===== config.mk =====
export PLATFORM = sky130hd
export DESIGN_NAME = mac_unit
export DESIGN_NICKNAME = d
export VERILOG_FILES = /design/src/rtl/mac_pkg.sv /design/src/rtl/mac_seq_mult.sv /design/src/rtl/mac_unit.sv
export SDC_FILE = /design/constraint.sdc
export NUM_CORES = 1
export LEC_CHECK = 0
export BUFFER_PORTS_ARGS = -buffer_cell sky130_fd_sc_hd__buf_2
export CAP_MARGIN = 20
export CORE_ASPECT_RATIO = 2
export CORE_UTILIZATION = 50
export CTS_CLUSTER_DIAMETER = 80
export DETAILED_ROUTE_END_ITERATION = 8
export GPL_TIMING_DRIVEN = 0
export PLACE_DENSITY = 0.74
export SLEW_MARGIN = 20
export SYNTH_ARGS = -nofsm -noshare
export SYNTH_HDL_FRONTEND = slang
export SYNTH_HIERARCHICAL = 1
export SYNTH_SLANG_ARGS = --single-unit

===== constraint.sdc =====
create_clock -name clk -period 4.45 [get_ports clk]
set_input_delay 0 -clock clk [delete_from_list [all_inputs] [get_ports clk]]
set_output_delay 0 -clock clk [all_outputs]
set_load 0.05 [all_outputs]

===== src/rtl/mac_pkg.sv =====
// rtl/mac_pkg.sv - shared widths, FSM state type and accumulator add helpers for mac_unit
// Contents: DATA_W/ACC_W/PROD_W/CNT_W localparams, state_t, add_res_t,
//           mag() operand magnitude, sat_add() wrapped + saturated add with overflow flag.
package mac_pkg;

  localparam int DATA_W = 8;
  localparam int ACC_W  = 16;
  localparam int PROD_W = 2 * DATA_W;
  localparam int CNT_W  = $clog2(DATA_W);

  typedef enum logic [1:0] {
    IDLE,
    MUL,
    ACC
  } state_t;

  typedef struct packed {
    logic             ovf;
    logic [ACC_W-1:0] wrap;
    logic [ACC_W-1:0] sat;
  } add_res_t;

  // Unsigned magnitude of a two's complement operand; -128 maps to 128 (8'h80).
  function automatic logic [DATA_W-1:0] mag(input logic [DATA_W-1:0] x);
    return x[DATA_W-1] ? -x : x;
  endfunction

  // Signed add: overflow when both addends share a sign the sum does not.
  // sat clamps toward the addends' sign on overflow.
  function automatic add_res_t sat_add(input logic [ACC_W-1:0] a, input logic [ACC_W-1:0] b);
    add_res_t r;
    r.wrap = a + b;
    r.ovf  = (a[ACC_W-1] == b[ACC_W-1]) && (r.wrap[ACC_W-1] != a[ACC_W-1]);
    if (r.ovf) begin
      r.sat = a[ACC_W-1] ? {1'b1, {(ACC_W-1){1'b0}}} : {1'b0, {(ACC_W-1){1'b1}}};
    end else begin
      r.sat = r.wrap;
    end
    return r;
  endfunction

endpackage


===== src/rtl/mac_seq_mult.sv =====
// rtl/mac_seq_mult.sv - signed sign-magnitude shift-add multiplier, one operand bit per cycle
// Ports: clk, reset (async active-low), start (load a/b), a, b (signed DATA_W),
//        busy (high while iterations remain beyond the current one),
//        product (signed PROD_W, valid once busy has dropped and the final iteration has run).
module mac_seq_mult
  import mac_pkg::*;
(
  input  logic              clk,
  input  logic              reset,
  input  logic              start,
  input  logic [DATA_W-1:0] a,
  input  logic [DATA_W-1:0] b,
  output logic              busy,
  output logic [PROD_W-1:0] product
);

  localparam logic [CNT_W-1:0] LAST = CNT_W'(DATA_W - 1);

  logic              run_q, run_d;
  logic              neg_q, neg_d;
  logic [CNT_W-1:0]  cnt_q, cnt_d;
  logic [DATA_W-1:0] mcand_q, mcand_d;
  logic [DATA_W-1:0] mplier_q, mplier_d;
  logic [PROD_W-1:0] acc_q, acc_d;

  always_comb begin
    run_d    = run_q;
    neg_d    = neg_q;
    cnt_d    = cnt_q;
    mcand_d  = mcand_q;
    mplier_d = mplier_q;
    acc_d    = acc_q;
    if (start) begin
      run_d    = 1'b1;
      neg_d    = a[DATA_W-1] ^ b[DATA_W-1];
      cnt_d    = '0;
      mcand_d  = mag(a);
      mplier_d = mag(b);
      acc_d    = '0;
    end else if (run_q) begin
      if (mplier_q[0]) begin
        acc_d = acc_q + (PROD_W'(mcand_q) << cnt_q);
      end
      mplier_d = mplier_q >> 1;
      cnt_d    = cnt_q + CNT_W'(1);
      if (cnt_q == LAST) begin
        run_d = 1'b0;
      end
    end
  end

  always_ff @(posedge clk or negedge reset) begin
    if (!reset) begin
      run_q    <= 1'b0;
      neg_q    <= 1'b0;
      cnt_q    <= '0;
      mcand_q  <= '0;
      mplier_q <= '0;
      acc_q    <= '0;
    end else begin
      run_q    <= run_d;
      neg_q    <= neg_d;
      cnt_q    <= cnt_d;
      mcand_q  <= mcand_d;
      mplier_q <= mplier_d;
      acc_q    <= acc_d;
    end
  end

  // Drops during the final iteration so the caller can advance on the same
  // edge that completes the product.
  assign busy    = run_q && (cnt_q != LAST);
  assign product = neg_q ? -acc_q : acc_q;

endmodule


===== src/rtl/mac_unit.sv =====
// rtl/mac_unit.sv - signed 8x8 multiply-accumulate element with sticky overflow flag
// Ports: clk, reset (async active-low), valid (operand strobe, sampled in IDLE only),
//        A, B (signed DATA_W), y (signed ACC_W accumulator), overflow (sticky), done (1-cycle pulse).
// Build option: MAC_SATURATE_EN clamps y on overflow instead of wrapping.
module mac_unit
  import mac_pkg::*;
(
  input  logic              clk,
  input  logic              reset,
  input  logic              valid,
  input  logic [DATA_W-1:0] A,
  input  logic [DATA_W-1:0] B,
  output logic [ACC_W-1:0]  y,
  output logic              overflow,
  output logic              done
);

  state_t state_q, state_d;

  logic [ACC_W-1:0] y_q, y_d;
  logic             ovf_q, ovf_d;
  logic             done_q, done_d;

  logic              mult_start;
  logic              mult_busy;
  logic [PROD_W-1:0] mult_product;
  logic              acc_en;
  logic [ACC_W-1:0]  prod_ext;
  add_res_t          add_res;

  mac_seq_mult u_mult (
    .clk     (clk),
    .reset   (reset),
    .start   (mult_start),
    .a       (A),
    .b       (B),
    .busy    (mult_busy),
    .product (mult_product)
  );

  always_ff @(posedge clk or negedge reset) begin
    if (!reset) begin
      state_q <= IDLE;
    end else begin
      state_q <= state_d;
    end
  end

  always_comb begin
    state_d = state_q;
    case (state_q)
      IDLE:    if (valid) state_d = MUL;
      MUL:     if (!mult_busy) state_d = ACC;
      ACC:     state_d = IDLE;
      default: state_d = IDLE;
    endcase
  end

  always_comb begin
    mult_start = (state_q == IDLE) && valid;
    acc_en     = (state_q == ACC);
  end

  assign prod_ext = ACC_W'($signed(mult_product));
  assign add_res  = sat_add(y_q, prod_ext);

  always_comb begin
    y_d    = y_q;
    ovf_d  = ovf_q;
    done_d = acc_en;
    if (acc_en) begin
      ovf_d = ovf_q | add_res.ovf;
`ifdef MAC_SATURATE_EN
      y_d   = add_res.sat;
`else
      y_d   = add_res.wrap;
`endif
    end
  end

  always_ff @(posedge clk or negedge reset) begin
    if (!reset) begin
      y_q    <= '0;
      ovf_q  <= 1'b0;
      done_q <= 1'b0;
    end else begin
      y_q    <= y_d;
      ovf_q  <= ovf_d;
      done_q <= done_d;
    end
  end

  assign y        = y_q;
  assign overflow = ovf_q;
  assign done     = done_q;

endmodule


# ---- Word-level counts from Yosys, hierarchy flattened
# Cells that the tools add are included.
dict set report classes {
  add_sub_neg 6
  eq_ne 8
  n_mux 16
  bitwise_logic 2
  reduce_logical 8
  shifts 1
}
# operator n
set ops {}
lappend ops {{$mux W16} 4}
lappend ops {{$add A16 B16 Y16} 2}
lappend ops {{$mux W8} 4}
lappend ops {{$neg A16 Y16} 1}
lappend ops {{$neg A8 Y8} 2}
lappend ops {{$shl A8 B3 Y16} 1}
lappend ops {{$mux W3} 2}
lappend ops {{$mux W2} 2}
lappend ops {{$ne A2 B2 Y1 const B} 2}
lappend ops {{$pmux W2 S2} 1}
lappend ops {{$reduce_and A2 Y1} 2}
lappend ops {{$reduce_bool A2 Y1} 2}
lappend ops {{$add A3 B1 Y3 const B} 1}
lappend ops {{$eq A3 B3 Y1 const B} 1}
lappend ops {{$logic_and A1 B1 Y1} 3}
lappend ops {{$mux W1} 3}
lappend ops {{$ne A3 B3 Y1 const B} 1}
lappend ops {{$eq A2 B1 Y1 const B} 1}
lappend ops {{$eq A2 B2 Y1 const B} 1}
lappend ops {{$logic_not A2 Y1} 1}
lappend ops {{$eq A1 B1 Y1} 1}
lappend ops {{$ne A1 B1 Y1} 1}
lappend ops {{$or A1 B1 Y1} 1}
lappend ops {{$xor A1 B1 Y1} 1}
dict set report word_totals {
  elab_cells 51
  inputBits 19
  register_bits 57
}

# ---- Logic depth before layout (Yosys ltp)
dict set report logic_depth {
  ltp_word 6
  mapped_depth 13
  mapped_depth_nobuf 13
}

# ---- Cells and area by module
# The synthesis kept the hierarchy.
# mod cells_each n_inst seq_area_each_um2 area_each_um2
set modules_own_cells {}
lappend modules_own_cells {mac_seq_mult 364 1 925.9 3100.5}
lappend modules_own_cells {mac_unit 154 1 500.5 1468.9}

# ---- Worst setup path after synthesis
# No wires, ideal clock.
dict set report synth_timing {
  path_kind {reg-to-reg}
  start {register u_mult.cnt_q[1]}
  end {register u_mult.acc_q[8]}
  path_stages_with_launch 13
  path_slack_ns 1.591
  t_required_ns 4.328
  period_less_slack_ns 2.859
  setup_ns 0.122
  path_buffers 2
  arrival_time_ns 2.737
  path_cell_list {dfrtp_1 > clkbuf_1 > buf_2 > mux2i_1 > mux2_2 > o22ai_1 > ha_1 > a21o_1 > a21oi_2 > a21boi_2 > o21a_1 > or3_1 > a32o_1}
}
dict set report synth_via {
  elab_chain_len 5
}
# item line_no
set synth_rtl {}
lappend synth_rtl {{start, declared} mac_seq_mult.sv:21} ;# logic [CNT_W-1:0] cnt_q, cnt_d;
lappend synth_rtl {{start signal, assigned} mac_seq_mult.sv:63} ;# cnt_q <= cnt_d;
lappend synth_rtl {{$shl A8 B3 Y16} mac_seq_mult.sv:42} ;# acc_d = acc_q + (PROD_W'(mcand_q) << cnt_q);
lappend synth_rtl {{$add A16 B16 Y16} mac_seq_mult.sv:42}
lappend synth_rtl {{$mux W16} mac_seq_mult.sv:41} ;# if (mplier_q[0]) begin
lappend synth_rtl {{$mux W16} mac_seq_mult.sv:40} ;# end else if (run_q) begin
lappend synth_rtl {{$mux W16} mac_seq_mult.sv:33} ;# if (start) begin
lappend synth_rtl {{end signal, assigned} mac_seq_mult.sv:59} ;# acc_q <= '0;
lappend synth_rtl {{end signal, assigned} mac_seq_mult.sv:66} ;# acc_q <= acc_d;
lappend synth_rtl {{end, declared} mac_seq_mult.sv:24} ;# logic [PROD_W-1:0] acc_q, acc_d;
# Every way passes these cells. The select of a mux whose other input is x is not followed.
# A chain may end at the register's enable or synchronous reset.

# ---- Worst setup path after layout
dict set report layout_timing {
  start {register u_mult.cnt_q[1]}
  end {register u_mult.acc_q[13]}
}
# Same word-level chain as after synthesis.

==> results.txt <==
The worst-margin pin slew is 744 ps. The number of buffers and inverters on the critical path is 2. After global routing the overflow that remains totals 0.

The clock slew seen by the registers of the worst setup and hold paths is 50 ps. Summing the areas of all compound-gate instances in the mapped netlist gives 21.9% of the synthesized area. The starting density of the core is 51.0%.

The first-pass GRT wire length is 17700 um. TritonCTS built the clock tree. The number of rows created at floorplan is 49.

Data on the critical path arrives at its endpoint at 3490 ps. The type of destination of the critical path is a flop. The largest individual stage delay along the critical path comes from the cell sky130_fd_sc_hd__a21oi_1. Summing the sequential cell areas from Yosys gives 31.2% of the chip area. The clock net in this run drives a total of 57 sinks.

The timing-limited maximum frequency is 303 MHz. The cell area that synthesis handed to floorplanning was 4570 um2. The number of hold-slack violations in the final timing report came to 0.

The simple-gate share of the synthesized area is 18.2%. The core outline area came out at 8950 um2. 0 antenna diodes ended up in the layout.

The share of the cycle needed by the critical path after routing came out at 74.1%. The number of enable flip-flop cells after synthesis came out at 0. The area added between synthesis and finish is 13.9%. The congestion estimate from routability-driven global placement came to 0.949.

The maximum fanout encountered on the critical timing path came out at 10. The startpoint identified for the worst hold timing path is A[6]. The portion of netlist area occupied by mux cells came out at 6.57%.

Of the total synthesized cell area, the portion taken by XOR and XNOR cells is 8.43%. Cells with a size suffix above 1 make up 13.4% of the layout. The final net count came out at 626. The number of antenna violations at the first check in global routing is 0.

The vertical die dimension came out at 137 um. Entering global routing, the biggest net connects 58 pins. The synthesized design contains 57 register bits. The die is 69.6 um wide.

The die area came out at 9550 um2. Counting every instance in the synthesized netlist gives 518. The number of setup buffers added after CTS is 0.

The average routed wire per standard cell came out at 16.2 um. In this run, distinct cell masters in the synthesized netlist total 73. The area share of fa/ha/maj cells after synthesis came out at 10.5%. The HPWL after detailed placement came out at 8710 um. The critical path is of the reg -> reg type. The most numerous cell type found on the critical path is sky130_fd_sc_hd__o21ai_1. The final design area excluding fillers is 5200 um2. The worst-case headroom to the max-slew limit is 50.4%. Setup repair after global routing left no endpoint under its margin. The number of global-route vias before repair came out at 4049.

After detailed routing, the total wire length is 11000 um. At the worst endpoint, the required time is 4650 ps. The setup TNS is 0 ps.

The overall fraction of global-route tracks in use came out at 23.9%. The clock insertion delay at the later pin of the skew report is 330 ps. In this run, the number of DRC markers left after iteration 0 of detailed routing was 161. The number of detailed-routing iterations run before antenna repair came out at 4. STA classifies the critical path startpoint as a flop.

The post-detailed-placement cell area is 4870 um2. On the final layout, the worst clock skew is 6.81 ps. The final count of pins violating max slew was 0. The count of unresolved DRC violations after routing came out at 0.

Setup violations remaining at the end of the flow were counted as 0. The kind of cell adding the most delay to the critical path is compound AO/OA/AOI/OAI gates. The number of buffers added on ports is 34. The number of maximum-capacitance constraint violations is 0.

The synthesis warning total came out at 6. The classification of the worst-slack hold path is in -> reg. The critical path goes through clkbuf_1 -> buf_2 -> mux2i_1 -> o21ai_1 -> nand2_1 -> o21ai_1 -> ha_1 -> a21oi_1 -> o21ai_1 -> o31ai_1 -> o311ai_2 -> xnor2_1 -> o21ai_1. A synthesized cell averages 8.82 um2. The number of vias per cell came out at 5.91. The final critical-path required period came out at 3300 ps. The routed via count came out at 4003.

The worst stage delay on the critical path came out at 510 ps. The proportion of synthesized flip-flops having asynchronous set or reset came out at 100%. The worst register-to-register path begins at u_mult/cnt_q[1]$_DFFE_PN0P_.

CTS placed an instance of sky130_fd_sc_hd__clkbuf_16 at the clock tree root. The flow ran to the end, and the final reports show no timing, DRC or antenna violations. Once detail routing completed, the nets flagged for antenna violations numbered 0. The main flop type after synthesis is sky130_fd_sc_hd__dfrtp_1. The number of top-level design ports is 37.

The final core utilization came out at 58.1%. Counting the fill cells in the layout gives 829. The number of buffers inserted during clock tree synthesis came out at 9.

The number of levels the H-tree was split into came out at 3. After synthesis, the largest family of logic cells by area is compound AO/OA/AOI/OAI gates. The synthesized net count is 574. No sink is reached through more buffers than the 2 on the longest clock path.

The critical path starts at u_mult/cnt_q[1]$_DFFE_PN0P_.
==> registers in the layout, summed over array words and instances (netlist names), 2 cells and up <==
name and flops:
u_mult/cnt_q 3, u_mult/mcand_q 8, y 16, u_mult/acc_q 16, state_q 2, u_mult/mplier_q 8
==> worst paths after layout <==
| kind | to | slack (ps) | cells after the start |
|---|---|---|---|
| setup / recovery | u_mult/acc_q[13]$_DFFE_PN0P_ | 1150 | 13 |
| hold / removal | u_mult/mcand_q[6]$_DFFE_PN0P_ | 3 | 3 |
| setup reg to reg | u_mult/acc_q[13]$_DFFE_PN0P_ | 1150 | 13 |
| hold reg to reg | overflow$_DFFE_PN0P_ | 480 | 1 |
| max in group asynchronous | y[14]$_DFFE_PN0P_ | 3680 | 2 |
| min in group asynchronous | done$_DFF_PN0_ | 280 | 2 |
==> final cells by class <==
class,instances,area [um2],area share [%]
multi-input combinational,425,3000,57.5
inverter,15,56.3,1.08
tap,102,128,2.45
buffer,21,91.3,1.75
sequential,57,1430,27.4
clock buffer,11,233,4.47
clock inverter,5,32.5,0.625
timing repair buffer,41,243,4.66
==> metal layers <==
metal  share of wire, %  global-route usage, %
met5                  0                      0
met4                5.6                   16.1
met2                 58                   48.5
met3                2.2                   4.02
met1                 34                   20.5
==> placed cells by master (no fill, tap or decap), types with 3 or more instances in the layout <==
master	count
sky130_fd_sc_hd__nand2_1	72
sky130_fd_sc_hd__dfrtp_1	57
sky130_fd_sc_hd__ha_1	35
sky130_fd_sc_hd__buf_2	34
sky130_fd_sc_hd__xnor2_1	32
sky130_fd_sc_hd__nor2_1	31
sky130_fd_sc_hd__o21ai_1	30
sky130_fd_sc_hd__a21oi_1	28
sky130_fd_sc_hd__mux2i_1	21
sky130_fd_sc_hd__clkbuf_1	20
sky130_fd_sc_hd__inv_1	14
sky130_fd_sc_hd__nand2b_1	12
sky130_fd_sc_hd__o21ai_0	12
sky130_fd_sc_hd__xor2_1	12
sky130_fd_sc_hd__o31ai_1	10
sky130_fd_sc_hd__a21o_1	9
sky130_fd_sc_hd__clkbuf_16	9
sky130_fd_sc_hd__o21a_1	8
sky130_fd_sc_hd__nor3_1	8
sky130_fd_sc_hd__mux2_2	7
sky130_fd_sc_hd__dlygate4sd3_1	7
sky130_fd_sc_hd__or3_1	7
sky130_fd_sc_hd__nand3_1	6
sky130_fd_sc_hd__nor3b_1	5
sky130_fd_sc_hd__a211oi_1	5
sky130_fd_sc_hd__o22ai_1	5
sky130_fd_sc_hd__a31oi_1	4
sky130_fd_sc_hd__and2_1	4
sky130_fd_sc_hd__nor2b_1	4
sky130_fd_sc_hd__nor4_1	3
sky130_fd_sc_hd__nand4_1	3
sky130_fd_sc_hd__clkinvlp_4	3
==> logic make-up after synthesis <==
group                    Yosys count
adder cells (fa/ha/maj)           37
AND/OR/NAND/NOR                  171
XOR/XNOR                          44
multiplexers                      29
buffers and inverters             36
flip-flops                        57
AO/OA/AOI/OAI                    144
==> Yosys cell counts (2+ instances only) <==
| library cell | count | area share [%] |
|---|---|---|
| sky130_fd_sc_hd__a21oi_1 | 28 | 3.1 |
| sky130_fd_sc_hd__a21oi_2 | 2 | 0.38 |
| sky130_fd_sc_hd__o21ai_0 | 12 | 1.3 |
| sky130_fd_sc_hd__nor2b_1 | 4 | 0.55 |
| sky130_fd_sc_hd__nor4b_1 | 2 | 0.38 |
| sky130_fd_sc_hd__o211ai_1 | 2 | 0.33 |
| sky130_fd_sc_hd__xor2_1 | 12 | 2.3 |
| sky130_fd_sc_hd__mux2_2 | 7 | 1.7 |
| sky130_fd_sc_hd__a31oi_1 | 4 | 0.55 |
| sky130_fd_sc_hd__a211oi_1 | 5 | 0.82 |
| sky130_fd_sc_hd__and2_1 | 4 | 0.55 |
| sky130_fd_sc_hd__nor3_1 | 8 | 0.88 |
| sky130_fd_sc_hd__nor4_1 | 3 | 0.41 |
| sky130_fd_sc_hd__ha_1 | 35 | 9.6 |
| sky130_fd_sc_hd__nor2_1 | 31 | 2.5 |
| sky130_fd_sc_hd__o2111ai_2 | 2 | 0.66 |
| sky130_fd_sc_hd__nand2_1 | 72 | 5.9 |
| sky130_fd_sc_hd__and3_1 | 2 | 0.27 |
| sky130_fd_sc_hd__nor3b_1 | 5 | 0.82 |
| sky130_fd_sc_hd__a32o_1 | 2 | 0.44 |
| sky130_fd_sc_hd__clkbuf_1 | 18 | 1.5 |
| sky130_fd_sc_hd__dfrtp_1 | 57 | 31 |
| sky130_fd_sc_hd__a211o_1 | 2 | 0.38 |
| sky130_fd_sc_hd__o21a_1 | 8 | 1.3 |
| sky130_fd_sc_hd__o21ai_1 | 30 | 3.3 |
| sky130_fd_sc_hd__nand3_1 | 6 | 0.66 |
| sky130_fd_sc_hd__or3_1 | 7 | 0.96 |
| sky130_fd_sc_hd__nand3b_1 | 2 | 0.33 |
| sky130_fd_sc_hd__fa_1 | 2 | 0.88 |
| sky130_fd_sc_hd__o22ai_1 | 5 | 0.68 |
| sky130_fd_sc_hd__o31ai_1 | 10 | 1.6 |
| sky130_fd_sc_hd__mux2i_1 | 21 | 4.6 |
| sky130_fd_sc_hd__xnor2_1 | 32 | 6.1 |
| sky130_fd_sc_hd__o21bai_1 | 2 | 0.33 |
| sky130_fd_sc_hd__nand4_1 | 3 | 0.41 |
| sky130_fd_sc_hd__inv_1 | 14 | 1.2 |
| sky130_fd_sc_hd__or2_1 | 2 | 0.27 |
| sky130_fd_sc_hd__a21o_1 | 9 | 1.5 |
| sky130_fd_sc_hd__nand2b_1 | 12 | 1.6 |
==> metrics by stage <==
| stage | worst slack [ps] | instances | hold WS (ps) |
|---|---|---|---|
| CTS | 1150 | 677 | 3.03 |
| global route | 897 | 677 | 17.6 |
| global placement | 1220 | 654 | 249 |
| floorplan | 1590 | 518 | -296 |
| detailed placement | 1140 | 654 | 115 |
| finish | 1150 | 677 | 3.02 |
==> worst min-delay path, delay by kind of cell <==
| family | cells | cell delay, ps |
|---|---|---|
| buffers and inverters | 1 | 100 |
| AOI/OAI and AO/OA | 1 | 130 |
| xor gates and xnor gates | 1 | 60 |
==> what timing repair did <==
item	4_1_cts	5_1_grt
hold buffers	7	0
endpoints found under the hold margin	64	0
resized for setup	0	0
Power is left out: the tool's default activity adds up to more than one toggle a clock period on the data nets, which glitch-free logic cannot reach.
